===== src/rtl/clip_controller.sv =====
// Two-clip record/playback sequencer: sole master of the single-port sample RAM,
// writing mic samples on record and streaming them to the audio path on playback.
module clip_controller #(
  parameter int DATA_W = 8,
  parameter int ADDR_W = 12
) (
  input  logic              clock,
  input  logic              reset,
  input  logic              record,
  input  logic              play,
  input  logic              clipselectionwr,
  input  logic              clipselectionr,
  input  logic              sample_tick,
  input  logic [DATA_W-1:0] mic_sample,
  output logic [ADDR_W:0]   mem_addr,
  output logic              mem_we,
  output logic              mem_re,
  output logic [DATA_W-1:0] mem_wdata,
  input  logic [DATA_W-1:0] mem_rdata,
  output logic [DATA_W-1:0] audio_out,
  output logic              audio_valid,
  output logic              recording,
  output logic              playing
);

  localparam logic [1:0] S_IDLE   = 2'd0;
  localparam logic [1:0] S_RECORD = 2'd1;
  localparam logic [1:0] S_PLAY   = 2'd2;

  localparam logic [ADDR_W:0] CLIP_DEPTH = {1'b1, {ADDR_W{1'b0}}};

  logic [1:0]            state_q, state_d;
  logic                  record_d_q, play_d_q;
  logic                  wr_clip_q, wr_clip_d;
  logic                  rd_clip_q, rd_clip_d;
  logic [ADDR_W-1:0]     offset_q, offset_d;
  logic [1:0][ADDR_W:0]  len_q, len_d;
  logic [ADDR_W:0]       mem_addr_q, mem_addr_d;
  logic                  mem_we_q, mem_we_d;
  logic                  mem_re_q, mem_re_d;
  logic [DATA_W-1:0]     mem_wdata_q, mem_wdata_d;
  logic                  rd_pend_q;
  logic [DATA_W-1:0]     audio_out_q;
  logic                  audio_valid_q;

  logic rec_edge, play_edge, last_rd;

  assign rec_edge  = record & ~record_d_q;
  assign play_edge = play & ~play_d_q;
  assign last_rd   = (({1'b0, offset_q} + (ADDR_W+1)'(1)) == len_q[rd_clip_q]);

  always_comb begin
    state_d     = state_q;
    wr_clip_d   = wr_clip_q;
    rd_clip_d   = rd_clip_q;
    offset_d    = offset_q;
    len_d       = len_q;
    mem_addr_d  = mem_addr_q;
    mem_wdata_d = mem_wdata_q;
    mem_we_d    = 1'b0;
    mem_re_d    = 1'b0;
    case (state_q)
      S_IDLE: begin
        if (rec_edge) begin
          state_d   = S_RECORD;
          wr_clip_d = clipselectionwr;
          offset_d  = '0;
        end else if (play_edge && (len_q[clipselectionr] != '0)) begin
          state_d   = S_PLAY;
          rd_clip_d = clipselectionr;
          offset_d  = '0;
        end
      end
      S_RECORD: begin
        // A stop press outranks a coincident tick: that sample is dropped.
        if (rec_edge) begin
          len_d[wr_clip_q] = {1'b0, offset_q};
          state_d          = S_IDLE;
        end else if (sample_tick) begin
          mem_we_d    = 1'b1;
          mem_addr_d  = {wr_clip_q, offset_q};
          mem_wdata_d = mic_sample;
          offset_d    = offset_q + ADDR_W'(1);
          if (&offset_q) begin
            len_d[wr_clip_q] = CLIP_DEPTH;
            state_d          = S_IDLE;
          end
        end
      end
      S_PLAY: begin
        if (play_edge) begin
          state_d = S_IDLE;
        end else if (sample_tick) begin
          mem_re_d   = 1'b1;
          mem_addr_d = {rd_clip_q, offset_q};
          offset_d   = offset_q + ADDR_W'(1);
          if (last_rd) state_d = S_IDLE;
        end
      end
      default: state_d = S_IDLE;
    endcase
  end

  always_ff @(posedge clock) begin
    if (!reset) begin
      state_q       <= S_IDLE;
      // Held high so a button still pressed as reset releases is not an edge.
      record_d_q    <= 1'b1;
      play_d_q      <= 1'b1;
      wr_clip_q     <= 1'b0;
      rd_clip_q     <= 1'b0;
      offset_q      <= '0;
      len_q         <= '0;
      mem_addr_q    <= '0;
      mem_we_q      <= 1'b0;
      mem_re_q      <= 1'b0;
      mem_wdata_q   <= '0;
      rd_pend_q     <= 1'b0;
      audio_out_q   <= '0;
      audio_valid_q <= 1'b0;
    end else begin
      state_q       <= state_d;
      record_d_q    <= record;
      play_d_q      <= play;
      wr_clip_q     <= wr_clip_d;
      rd_clip_q     <= rd_clip_d;
      offset_q      <= offset_d;
      len_q         <= len_d;
      mem_addr_q    <= mem_addr_d;
      mem_we_q      <= mem_we_d;
      mem_re_q      <= mem_re_d;
      mem_wdata_q   <= mem_wdata_d;
      rd_pend_q     <= mem_re_q;
      audio_valid_q <= rd_pend_q;
      if (rd_pend_q) audio_out_q <= mem_rdata;
    end
  end

  assign mem_addr    = mem_addr_q;
  assign mem_we      = mem_we_q;
  assign mem_re      = mem_re_q;
  assign mem_wdata   = mem_wdata_q;
  assign audio_out   = audio_out_q;
  assign audio_valid = audio_valid_q;
  assign recording   = (state_q == S_RECORD);
  assign playing     = (state_q == S_PLAY);

endmodule


===== config.mk =====
export PLATFORM = sky130hd
export DESIGN_NAME = clip_controller
export DESIGN_NICKNAME = d
export VERILOG_FILES = /design/src/rtl/clip_controller.sv
export SDC_FILE = /design/constraint.sdc
export NUM_CORES = 1
export LEC_CHECK = 0
export BUFFER_PORTS_ARGS = -buffer_cell sky130_fd_sc_hd__buf_2
export CAP_MARGIN = 20
export CORE_ASPECT_RATIO = 0.5
export CORE_MARGIN = 1.5
export CORE_UTILIZATION = 60
export CTS_CLUSTER_DIAMETER = 60
export DETAILED_ROUTE_END_ITERATION = 10
export MAX_ROUTING_LAYER = met4
export PLACE_DENSITY = 0.84
export SLEW_MARGIN = 20
export SYNTH_ARGS = -nofsm -noshare
export SYNTH_HDL_FRONTEND = slang
export SYNTH_SLANG_ARGS = --single-unit

===== constraint.sdc =====
create_clock -name clock -period 6.6 [get_ports clock]
set_clock_uncertainty 0.05 [all_clocks]
set_input_delay 0.66 -clock clock [delete_from_list [all_inputs] [get_ports clock]]
set_output_delay 0.66 -clock clock [all_outputs]
set_load 0.01 [all_outputs]

==> impl_metrics.csv <==
group,metric,value,unit
sta,fmax,336,MHz
synthesis,synth_enable_flop_cells,0,
critical_path,required,6.79,ns
cells_and_area,final_common_cell,"dfxtp_1",
cells_and_area,layout-drive-gt1-share,17.2,%
floorplanning,die_w,112,µm
cells_and_area,antennaDiodeCount,0,
outcome,violations,"DRC",
routing,drcViolationCount,8,
synthesis,synth_nets,432,
sta,setup_viol,0,
floorplanning,die_height,57.6,µm
synthesis,syn_area,3580,µm²
critical_path,endpoint_kind,"flop",
sta,max-slew-margin-rel,21.8,%
synthesis,syn_inst,404,
cts,post_cts_buffers,0,
place,place.gp.congestion,0.950,
power,peakVddDrop,0.194,mV
place,dpl.hpwl,5.98,mm
power,p_leak,1.62,nW
cts,cts_resized,0,
sta,hold_viol,0,
grt,antenna_found_initial,0,
place,port_buffers,56,
sta,finalCriticalPeriod,2.98,ns
cts,cts-root-buf,"clkbuf_16",
power,powerDensity,252,nW/µm²
routing,wirelength,8.69,mm
critical_path,crit_type,"reg2reg",
cts,htreeDepth,3,
cells_and_area,final_cell_mix,"77 x dfxtp_1, 65 x nor2_1, 56 x buf_2",
sta,rsz0062_at_grt,"no",
critical_path,max_stage_delay,0.88,ns
routing,vias,3149,
grt,grt.overflow.total,0,
synthesis,avgSynthCellArea,8.87,µm²
floorplanning,start_util,63.8,%
routing,dr.pass1.iters,9,
cts,tritoncts,"built",
synthesis,synth_cell_types,46,
routing,avgViaCountPerCell,6.06,
cells_and_area,area_delta_synth_final,15.5,%
synthesis,synth-seq-area-share,43.0,%
outcome,outcome,"finished, violations left",
critical_path,crit_path_max_fanout,15,
sta,final_max_slew_viol_count,0,
cts,path_clk_slew,0.06,ns
grt,first_global_vias,2910,
critical_path,crit_family,"compound AO/OA/AOI/OAI gates",
critical_path,arrival,3.17,ns
grt,grt_usage,28.9,%
floorplanning,io_pins,57,
cts,cts_sinks,77,
cts,clk_latency,0.34,ns
critical_path,worst-path-buf-inv,1,
sta,tightest_slew,1.17,ns
routing,ant_nets,0,
floorplanning,core,5610,µm²
cts,cts_hold_buf,0,
synthesis,synthArstFlopShare,0,%
routing,wl_per_cell,16.7,µm
floorplanning,dieArea,6470,µm²
grt,grt_max_degree,73,
cells_and_area,postLayoutCoreUtil,73.7,%
sta,fin_crit_sh,45.1,%
critical_path,crit_chain,"inv_1 > ha_1 > a2111oi_4 > nand2_2 > or4_1 > a21oi_1",
synthesis,yosysWarnings,0,
synthesis,ys_ff_latch,77,
critical_path,crit_path_top_delay_cell,"a2111oi_4",
place,dp_cells,503,
sta,tns,0,ns
cells_and_area,final_nets,470,
job,drv_cap,0,
cts,cts_buffers,9,
grt,grt_pass1_wl,13.9,mm
floorplanning,rows,19,
routing,dr.first_iter.drc_count,307,
hold_path,hp-class,"reg2reg",
cts,cts_max_path_buffers,2,
cells_and_area,fin_cells,520,
critical_path,worstSetupStartpointType,"flop",
synthesis,synthFlopType,"dfxtp_1",
## report_power, final
part | total [mW] | switching, mW | leakage (nW) | internal, mW
logic | 0.0496 | 0.0314 | 0.846 | 0.0182
registers | 0.471 | 0.00295 | 0.621 | 0.468
clock network | 0.520 | 0.190 | 0.156 | 0.331
## cell type report
class	count	area [µm²]
clock inverters	6	87.6
repair buffers	58	295
fillers	394	1470
multi-input cells	287	1860
inverters	9	35.0
flip-flops and latches	77	1540
clock buffers	10	229
well taps	73	91.3
## layer usage
metal / routed length, µm / part of all wire [%] / vias up / track usage (%)
li1: - / - / 1492 / -
met4: 137 / 1.6 / 0 / 11.9
met3: 945 / 11 / 18 / 10.9
met1: 3950 / 45 / 1475 / 37.2
met5: 0 / 0 / - / -
met2: 3660 / 42 / 164 / 41.2
## sequential cells by signal (all words and copies together) (netlist names)
name / count
offset_q: 12
record_d_q: 1
mem_addr: 13
audio_valid: 1
rd_pend_q: 1
mem_wdata: 8
play_d_q: 1
wr_clip_q: 1
audio_out: 8
mem_re: 1
len_q: 26
rd_clip_q: 1
state_q: 2
mem_we: 1
## through the flow
step	total power, mW	instance area, µm²	hold WS (ns)	setup slack (ns)
after floorplan	0.513	3580	0.396	4.29
after global placement	0.527	3810	0.389	3.71
after detailed placement	0.529	3810	0.412	3.56
after CTS	1.05	4130	0.425	3.69
after global routing	1.07	4140	0.463	3.44
final	1.04	4140	0.433	3.62
## logic make-up (layout without fill, tap and decap cells)
kind of cell | Yosys count | after routing | synth area share, %
AND/OR/NAND/NOR | 158 | 158 | 20.6
adder cells (fa/ha/maj) | 5 | 5 | 1.75
XOR/XNOR | 17 | 17 | 4.58
AO/OA/AOI/OAI | 62 | 62 | 12.2
flip-flops | 77 | 77 | 43.0
multiplexers | 45 | 45 | 12.6
buffers and inverters | 40 | 83 | 5.13
## synth_stat cells (3+ instances only)
cell type / count / share of area (%)
a21oi_1: 12 / 1.7
a22oi_1: 25 / 5.2
a31oi_1: 4 / 0.70
and3_1: 5 / 0.87
buf_2: 12 / 1.7
clkbuf_1: 16 / 1.7
dfxtp_1: 77 / 43
ha_1: 5 / 1.7
inv_1: 7 / 0.73
mux2i_1: 43 / 12
nand2_1: 29 / 3.0
nand2b_1: 5 / 0.87
nand3_1: 12 / 1.7
nand4_1: 7 / 1.2
nor2_1: 65 / 6.8
nor3_1: 9 / 1.3
nor4_1: 7 / 1.2
o21a_1: 3 / 0.63
o21ai_0: 7 / 0.98
or3_1: 7 / 1.2
xnor2_1: 9 / 2.2
xor2_1: 7 / 1.7
## worst paths after layout
check | from | end | slack, ns | depth (start not counted)
setup / recovery | state_q[0] | offset_q[11] | 3.62 | 6
hold / removal | mem_re | rd_pend_q | 0.43 | 1
setup reg to reg | state_q[0] | offset_q[11] | 3.62 | 6
hold reg to reg | mem_re | rd_pend_q | 0.43 | 1
## worst reg2reg max path, cell delays in order (launching register included)
cell,delay [ns]
dfxtp_1,0.37
inv_1,0.10
ha_1,0.50
a2111oi_4,0.88
nand2_2,0.28
or4_1,0.56
a21oi_1,0.15
No activity file was read; power rests on OpenSTA's default activity.
